[config.mk]
export PLATFORM = sky130hd
export DESIGN_NAME = seq_det_ctrl
export DESIGN_NICKNAME = d
export VERILOG_FILES = /design/src/rtl/seq_det_pkg.sv /design/src/rtl/seq_det_matcher.sv /design/src/rtl/seq_det_ctrl.sv
export SDC_FILE = /design/constraint.sdc
export NUM_CORES = 1
export LEC_CHECK = 0
export BUFFER_PORTS_ARGS = -buffer_cell sky130_fd_sc_hd__buf_2
export CAP_MARGIN = 20
export CELL_PAD_IN_SITES_DETAIL_PLACEMENT = 1
export CELL_PAD_IN_SITES_GLOBAL_PLACEMENT = 1
export CORE_MARGIN = 10
export CORE_UTILIZATION = 38
export DETAILED_ROUTE_END_ITERATION = 8
export GPL_ROUTABILITY_DRIVEN = 0
export PLACE_DENSITY = 0.76
export SYNTH_ARGS = -nofsm -noshare
export SYNTH_HDL_FRONTEND = slang
export SYNTH_SLANG_ARGS = --single-unit
[constraint.sdc]
create_clock -name clk -period 2.7 [get_ports clk]
set_input_delay 0.135 -clock clk [delete_from_list [all_inputs] [get_ports clk]]
set_output_delay 0.135 -clock clk [all_outputs]
set_load 0.05 [all_outputs]
[src/rtl/seq_det_pkg.sv]
// Shared types and helpers for the programmable serial sequence detector.
package seq_det_pkg;

  localparam int MAX_LEN_DEF = 8;
  localparam int CNT_W_DEF   = 8;

  typedef enum logic [1:0] {
    IDLE  = 2'd0,
    WAIT  = 2'd1,
    SHIFT = 2'd2,
    DONE  = 2'd3
  } state_e;

  // A pattern length is usable when it is non-zero and fits the history.
  function automatic logic len_legal(input logic [3:0] len, input int max_len);
    return (len != 4'd0) && (32'(len) <= 32'(max_len));
  endfunction

endpackage

[src/rtl/seq_det_matcher.sv]
// Bit-serial pattern matcher: shift history, fill count, masked compare.
// The match output is combinational on the bit presented this cycle.
module seq_det_matcher
  import seq_det_pkg::*;
#(
  parameter int MAX_LEN = MAX_LEN_DEF
) (
  input  logic               clk,
  input  logic               rst,
  input  logic               bit_valid_i,
  input  logic               bit_i,
  input  logic               clear_i,
  input  logic [MAX_LEN-1:0] pattern_i,
  input  logic [3:0]         len_i,
  input  logic               overlap_i,
  output logic               match_o
);

  localparam int FW = $clog2(MAX_LEN + 1);
  localparam logic [FW-1:0] FILL_MAX = FW'(MAX_LEN);

  logic [MAX_LEN-1:0] hist_q;
  logic [FW-1:0]      fill_q;
  logic [MAX_LEN-1:0] hist_next_s;
  logic [FW-1:0]      fill_next_s;
  logic [MAX_LEN-1:0] mask_s;
  logic               match_s;

  // Next history/fill and the length-masked comparison against the pattern.
  always_comb begin
    hist_next_s = {hist_q[MAX_LEN-2:0], bit_i};
    if (fill_q == FILL_MAX) begin
      fill_next_s = FILL_MAX;
    end else begin
      fill_next_s = fill_q + {{(FW-1){1'b0}}, 1'b1};
    end
    for (int i = 0; i < MAX_LEN; i++) begin
      mask_s[i] = (i < int'(len_i));
    end
    match_s = bit_valid_i && (len_i != 4'd0) &&
              (int'(fill_next_s) >= int'(len_i)) &&
              (((hist_next_s ^ pattern_i) & mask_s) == {MAX_LEN{1'b0}});
  end

  // History and fill update; non-overlap mode discards the matched bits.
  always_ff @(posedge clk) begin
    if (!rst) begin
      hist_q <= {MAX_LEN{1'b0}};
      fill_q <= {FW{1'b0}};
    end else if (clear_i) begin
      hist_q <= {MAX_LEN{1'b0}};
      fill_q <= {FW{1'b0}};
    end else if (bit_valid_i) begin
      hist_q <= hist_next_s;
      fill_q <= (match_s && !overlap_i) ? {FW{1'b0}} : fill_next_s;
    end
  end

  assign match_o = match_s;

endmodule

[src/rtl/seq_det_ctrl.sv]
// Sequencing controller: accepts bytes, serializes them MSB-first into the
// matcher, counts matches and stops once the programmed target is reached.
module seq_det_ctrl
  import seq_det_pkg::*;
#(
  parameter int MAX_LEN = MAX_LEN_DEF,
  parameter int CNT_W   = CNT_W_DEF
) (
  input  logic               clk,
  input  logic               rst,
  input  logic               cfg_we,
  input  logic [MAX_LEN-1:0] cfg_pattern,
  input  logic [3:0]         cfg_len,
  input  logic               cfg_overlap,
  input  logic [CNT_W-1:0]   cfg_target,
  input  logic               start,
  input  logic               abort,
  input  logic               s_valid,
  input  logic [7:0]         s_data,
  output logic               s_ready,
  output logic               det_pulse,
  output logic [CNT_W-1:0]   match_count,
  output logic               busy,
  output logic               done,
  output logic               err_cfg
);

  state_e             state_q, state_d;
  logic [7:0]         byte_q, byte_d;
  logic [2:0]         bit_idx_q, bit_idx_d;
  logic [CNT_W-1:0]   count_q, count_d;
  logic               det_q;
  logic               err_q, err_d;
  logic [MAX_LEN-1:0] pat_q, pat_d;
  logic [3:0]         len_q, len_d;
  logic               ovl_q, ovl_d;
  logic [CNT_W-1:0]   tgt_q, tgt_d;

  logic               bit_valid_s;
  logic               match_s;
  logic               clear_s;
  logic [CNT_W-1:0]   count_inc_s;
  logic [CNT_W-1:0]   count_upd_s;
  logic               target_hit_s;

  seq_det_matcher #(.MAX_LEN(MAX_LEN)) u_matcher (
    .clk         (clk),
    .rst         (rst),
    .bit_valid_i (bit_valid_s),
    .bit_i       (byte_q[bit_idx_q]),
    .clear_i     (clear_s),
    .pattern_i   (pat_q),
    .len_i       (len_q),
    .overlap_i   (ovl_q),
    .match_o     (match_s)
  );

  // Next-state, serializer, counter and configuration load decisions.
  always_comb begin
    state_d   = state_q;
    byte_d    = byte_q;
    bit_idx_d = bit_idx_q;
    err_d     = 1'b0;
    pat_d     = pat_q;
    len_d     = len_q;
    ovl_d     = ovl_q;
    tgt_d     = tgt_q;
    clear_s   = 1'b0;

    bit_valid_s = (state_q == SHIFT);
    if (count_q == {CNT_W{1'b1}}) begin
      count_inc_s = count_q;
    end else begin
      count_inc_s = count_q + {{(CNT_W-1){1'b0}}, 1'b1};
    end
    count_upd_s  = match_s ? count_inc_s : count_q;
    count_d      = count_upd_s;
    target_hit_s = match_s && (tgt_q != {CNT_W{1'b0}}) && (count_inc_s == tgt_q);

    case (state_q)
      IDLE: begin
        if (cfg_we) begin
          pat_d = cfg_pattern;
          len_d = cfg_len;
          ovl_d = cfg_overlap;
          tgt_d = cfg_target;
        end else begin
          pat_d = pat_q;
        end
        if (start) begin
          if (len_legal(len_q, MAX_LEN)) begin
            state_d = WAIT;
            count_d = {CNT_W{1'b0}};
            clear_s = 1'b1;
          end else begin
            err_d = 1'b1;
          end
        end else begin
          state_d = IDLE;
        end
      end
      WAIT: begin
        if (s_valid) begin
          byte_d    = s_data;
          bit_idx_d = 3'd7;
          state_d   = SHIFT;
        end else begin
          state_d = WAIT;
        end
      end
      SHIFT: begin
        if (target_hit_s) begin
          state_d = DONE;
        end else if (bit_idx_q == 3'd0) begin
          state_d = WAIT;
        end else begin
          bit_idx_d = bit_idx_q - 3'd1;
        end
      end
      DONE: begin
        if (start) begin
          if (len_legal(len_q, MAX_LEN)) begin
            state_d = WAIT;
            count_d = {CNT_W{1'b0}};
            clear_s = 1'b1;
          end else begin
            err_d = 1'b1;
          end
        end else begin
          state_d = DONE;
        end
      end
      default: begin
        state_d = IDLE;
      end
    endcase

    // Abort overrides any arm request but keeps a coinciding match count.
    if (abort) begin
      state_d = IDLE;
      clear_s = 1'b1;
      err_d   = 1'b0;
      count_d = count_upd_s;
    end else begin
      clear_s = clear_s;
    end
  end

  // State, datapath and output registers.
  always_ff @(posedge clk) begin
    if (!rst) begin
      state_q   <= IDLE;
      byte_q    <= 8'd0;
      bit_idx_q <= 3'd0;
      count_q   <= {CNT_W{1'b0}};
      det_q     <= 1'b0;
      err_q     <= 1'b0;
      pat_q     <= {MAX_LEN{1'b0}};
      len_q     <= 4'd0;
      ovl_q     <= 1'b0;
      tgt_q     <= {CNT_W{1'b0}};
    end else begin
      state_q   <= state_d;
      byte_q    <= byte_d;
      bit_idx_q <= bit_idx_d;
      count_q   <= count_d;
      det_q     <= match_s;
      err_q     <= err_d;
      pat_q     <= pat_d;
      len_q     <= len_d;
      ovl_q     <= ovl_d;
      tgt_q     <= tgt_d;
    end
  end

  assign s_ready     = (state_q == WAIT);
  assign busy        = (state_q == WAIT) || (state_q == SHIFT);
  assign done        = (state_q == DONE);
  assign det_pulse   = det_q;
  assign match_count = count_q;
  assign err_cfg     = err_q;

endmodule
==> parameters.txt <==
Parameter                              Value

Layout
  Post-route non-filler standard cell count    ~550
  Antenna diode instance count    0
  Area of all placed cells without fillers    about 3700 um^2
  Net total in the final layout    490
  Area growth from synthesis to final layout    16.7%
  Share of cells above drive strength 1    0.208

Critical path
  Worst r2r dst    bit_idx_q[1]
  Kind of end point of the critical path    flip-flop
  Crit Path Category    flip-flop to flip-flop
  Worst path slowest cell    sky130_fd_sc_hd__o32a_2
  Family with the most delay on the worst path    compound AO/OA/AOI/OAI gates
  Max incr delay on CP    360 ps
  Critical Path Start Type    flip-flop
  Buffers and inverters on the worst path    1
  Critical Path, Cell by Cell    inv_2 > ha_1 > nand2_1 > o21ai_2 > ha_1 > nand2b_1 > a211o_1 > a21oi_2 > nor4_2 > and4_4 > o32a_2 > o21a_1
  Cell mode on critical path    sky130_fd_sc_hd__ha_1
  Worst-path fanout max    4
  Worst reg2reg startpoint    u_matcher.fill_q[0]
  FF-to-FF path depth    12
  Data required time of the worst path    2910 ps
  Worst-case register-to-register setup slack    150 ps
  CP arrival    2760 ps

Routing
  Routed wire length    9280 um
  Vias per Instance    between 5 and 6
  Total number of vias    a little under 3000
  Initial DRC count    between 60 and 70
  Pre-Repair DR Iteration Count    4
  Remaining antenna violation count    0
  Average wire per standard cell    17.0 um
  DRC violation count after routing    0

STA
  Final critical-path share of the clock period    0.943
  Worst-case clock skew    11.1 ps
  Time the worst path needs with I/O delays and setup    2550 ps
  Final hold slack    51.2 ps
  Fmax    393 MHz
  Final Max Slew Viols    0
  Slew @ Worst Pin    792 ps
  Worst slew margin relative to its limit    0.471
  Setup repair after global routing missed its margin    false
  Total count of hold-check failures in the final report    0
  Number of failing setup endpoints in the final timing report    0

Clock network
  Clock insertion delay at the later pin of the skew report    around 320 ps
  CTS tree    built
  Post-CTS setup buffers    0
  Number of buffers on the longest clock path    2
  Root cell of the clock tree    sky130_fd_sc_hd__clkbuf_8
  Maximum level of the CTS H-tree    2
  Inserted Clock Buffers    5
  Clock edge transition at the registers on the reported setup and hold paths    100 ps
  Clk sinks    55

Floorplanning
  Die height    112 um
  Effective utilization at floorplan    0.390
  Number of top-level design ports    48
  Row count    33
  Core outline area    between 8000 and 9000 um^2
  Die Span X    roughly 110 um
  DIE AREA    12500 um^2

Run status
  Result of the run    completed

Flow run
  Number of maximum-capacitance violations    0

Synthesis
  Number of distinct standard cells referenced by the synthesized netlist    60
  Flip-flop and latch count after synthesis    55
  Simple logic cell fraction of the synthesized area    0.237
  Cell Area, Synth    3200 um^2
  Number of enable flip-flop cells after synthesis    0
  Proportion of register bits with asynchronous set or reset after synthesis    0
  Combinational family with the most area after synthesis    simple AND/OR/NAND/NOR gates
  Fraction of the mapped netlist area in compound gates    0.219
  Synth area leaders    sky130_fd_sc_hd__dfxtp_1 (34%), sky130_fd_sc_hd__nand2_1 (8.3%), sky130_fd_sc_hd__a21boi_0 (7.3%)
  YS warnings    0
  Top-area cell type share of the netlist area    0.344
  Net count after synthesis    440
  Sequential share of the synthesized area    0.344
  Xor and xnor fraction of the mapped netlist area    0.0461
  Share of cell area taken by muxes after synthesis    0.0515
  Syn Inst Count    between 300 and 400
  Most area-hungry cell type in the Yosys netlist    sky130_fd_sc_hd__dfxtp_1
  Flip-flop cell with the highest count after synthesis    sky130_fd_sc_hd__dfxtp_1
  Mean instance size in the synthesized netlist    between 8 and 9 um^2
  Adder and majority gate portion of the synthesized area    0.0547

Min path
  End of the worst hold path    pat_q[5]
  Worst min-delay path class    input pin to flip-flop
  Cell depth of the worst hold path    3
  Startpoint of the most critical hold path    cfg_pattern[5]

Placed design
  Standard cell area after detailed placement    3600 um^2
  Cell Count Post-Placement    539
  HPWL reported at the end of detailed placement    7180 um
  IO Port Bufs    47

GRT
  Initial antenna violation count    0
  Number of global-route vias before repair    3153
  Overall fraction of global-route tracks in use    0.143
  Wire length of the first global-routing pass    15400 um
  Global-route congestion overflow total    0
  Pin count of the biggest net entering global routing    36

Power
  Cell leakage power    1.46 nW
  Clock share of power    0.305
  Internal Dissipation    0.00116 W
  Combinational cell fraction of total power    0.157
  VDD IR-drop max    192 uV
  Total power divided by cell area    434 nW/um^2
  Portion of total power attributed to sequential cells    0.539
  Net switching power    0.000464 W
  Switching fraction of total power    0.286
-- timing repair --
| action | 4_1_cts | 5_1_grt |
|---|---|---|
| setup endpoints to repair | 6 | 14 |
| hold buffers | 0 | 0 |
| gates resized for setup | 1 | 16 |
| pin swaps | 0 | 2 |
-- worst max path at each step --
stage | startpoint | to | cells after the start
6_report | u_matcher.fill_q[0] | bit_idx_q[1] | 12
5_1_grt | u_matcher.fill_q[0] | bit_idx_q[1] | 12
4_1_cts | u_matcher.fill_q[0] | state_q[0] | 13
3_5_place_dp | u_matcher.fill_q[0] | bit_idx_q[1] | 12
3_3_place_gp | u_matcher.fill_q[0] | bit_idx_q[1] | 12
2_1_floorplan | u_matcher.fill_q[0] | bit_idx_q[1] | 13
-- synthesized netlist by cell type, types with 3 or more instances --
library cell                 n
sky130_fd_sc_hd__a211oi_1    6
sky130_fd_sc_hd__and4_1      4
sky130_fd_sc_hd__ha_1       14
sky130_fd_sc_hd__buf_2       6
sky130_fd_sc_hd__o31ai_1     3
sky130_fd_sc_hd__mux2i_1     9
sky130_fd_sc_hd__nor2_1     17
sky130_fd_sc_hd__o21ai_0    16
sky130_fd_sc_hd__nor3_1      8
sky130_fd_sc_hd__nand2b_1    6
sky130_fd_sc_hd__nor2b_1     4
sky130_fd_sc_hd__nand4_1     4
sky130_fd_sc_hd__clkbuf_1   12
sky130_fd_sc_hd__o2111ai_1   3
sky130_fd_sc_hd__xnor2_1     8
sky130_fd_sc_hd__nand2_1    71
sky130_fd_sc_hd__and3_1      5
sky130_fd_sc_hd__inv_1      17
sky130_fd_sc_hd__nand3_1    17
sky130_fd_sc_hd__and2_1      4
sky130_fd_sc_hd__dfxtp_1    55
sky130_fd_sc_hd__a21oi_1    16
sky130_fd_sc_hd__xor2_1      7
sky130_fd_sc_hd__a21boi_0   31
sky130_fd_sc_hd__nor4_1      3
-- layout by cell type (no fill, tap or decap), types with 3 or more instances in the layout --
| cell | n |
|---|---|
| sky130_fd_sc_hd__nand2_1 | 71 |
| sky130_fd_sc_hd__dfxtp_1 | 51 |
| sky130_fd_sc_hd__buf_2 | 47 |
| sky130_fd_sc_hd__a21boi_0 | 31 |
| sky130_fd_sc_hd__nand3_1 | 17 |
| sky130_fd_sc_hd__nor2_1 | 17 |
| sky130_fd_sc_hd__buf_4 | 16 |
| sky130_fd_sc_hd__inv_1 | 15 |
| sky130_fd_sc_hd__o21ai_0 | 15 |
| sky130_fd_sc_hd__a21oi_1 | 14 |
| sky130_fd_sc_hd__ha_1 | 14 |
| sky130_fd_sc_hd__mux2i_1 | 9 |
| sky130_fd_sc_hd__xnor2_1 | 8 |
| sky130_fd_sc_hd__nor3_1 | 8 |
| sky130_fd_sc_hd__xor2_1 | 7 |
| sky130_fd_sc_hd__nand2b_1 | 6 |
| sky130_fd_sc_hd__a211oi_1 | 6 |
| sky130_fd_sc_hd__clkbuf_8 | 6 |
| sky130_fd_sc_hd__and3_1 | 5 |
| sky130_fd_sc_hd__and2_1 | 4 |
| sky130_fd_sc_hd__nor2b_1 | 4 |
| sky130_fd_sc_hd__nand4_1 | 4 |
| sky130_fd_sc_hd__dfxtp_2 | 4 |
| sky130_fd_sc_hd__o2111ai_1 | 3 |
| sky130_fd_sc_hd__o31ai_1 | 3 |
-- metal layers --
layer | vias to the layer above | GRT usage | wire length (um)
met5 | - | 0 | 0
met2 | 36 | 0.254 | 4700
met1 | 1429 | 0.173 | 4230
li1 | 1488 | - | -
met3 | 11 | 0.0311 | 253
met4 | 0 | 0.0266 | 93
-- metrics by stage --
stage / setup TNS [ps] / power (W) / util / setup slack (ps)
after CTS: 0 / 0.00163 / 0.451 / 0.362
after global routing: 0 / 0.00171 / 0.455 / 21.7
after global placement: 0 / 0.00113 / 0.439 / 102
after floorplan: 0 / 0.00105 / - / 116
final: 0 / 0.00162 / 0.455 / 153
after detailed placement: -102 / 0.00114 / 0.439 / -54.3
-- worst register-to-register path, delay by kind of cell (launching register included) --
kind / cells / cell delay, ps
adders and majority gates: 2 / 380
buffers and inverters: 1 / 70
AOI/OAI and AO/OA: 5 / 1190
and+or+nand+nor: 4 / 460
DFF: 1 / 350
-- power groups by stage --
stage                     sequential [W]  clock (W)  combinational, W
after floorplan                 0.000884          0          0.000164
after global placement          0.000891          0          0.000240
after detailed placement        0.000892          0          0.000248
after CTS                       0.000873   0.000511          0.000250
after global routing            0.000878   0.000545          0.000286
final                           0.000873   0.000494          0.000254
-- flip-flops by register name, summed over array words and instances (netlist names), 3 cells and up --
| register | flops |
|---|---|
| byte_q | 8 |
| bit_idx_q | 3 |
| pat_q | 8 |
| u_matcher.hist_q | 7 |
| u_matcher.fill_q | 4 |
| len_q | 4 |
| match_count | 8 |
| tgt_q | 8 |
-- layout make-up --
type / count / area [um^2]
Tap cell: 105 / 131
Clock inverter: 2 / 16.3
Timing Repair Buffer: 63 / 355
Fill cell: 1013 / 4480
Inverter: 17 / 63.8
Clock buffer: 6 / 82.6
Sequential cell: 55 / 1110
Multi-Input combinational cell: 299 / 1980
-- kinds of logic (layout without fill, tap and decap cells) --
group | count (synthesis) | after routing
compound gates | 101 | 101
flops | 55 | 55
simple gates | 156 | 156
mux | 12 | 12
fa+ha+maj | 14 | 14
buf+inv | 37 | 88
xor+xnor | 16 | 16
(Power assumes the default switching activity.)
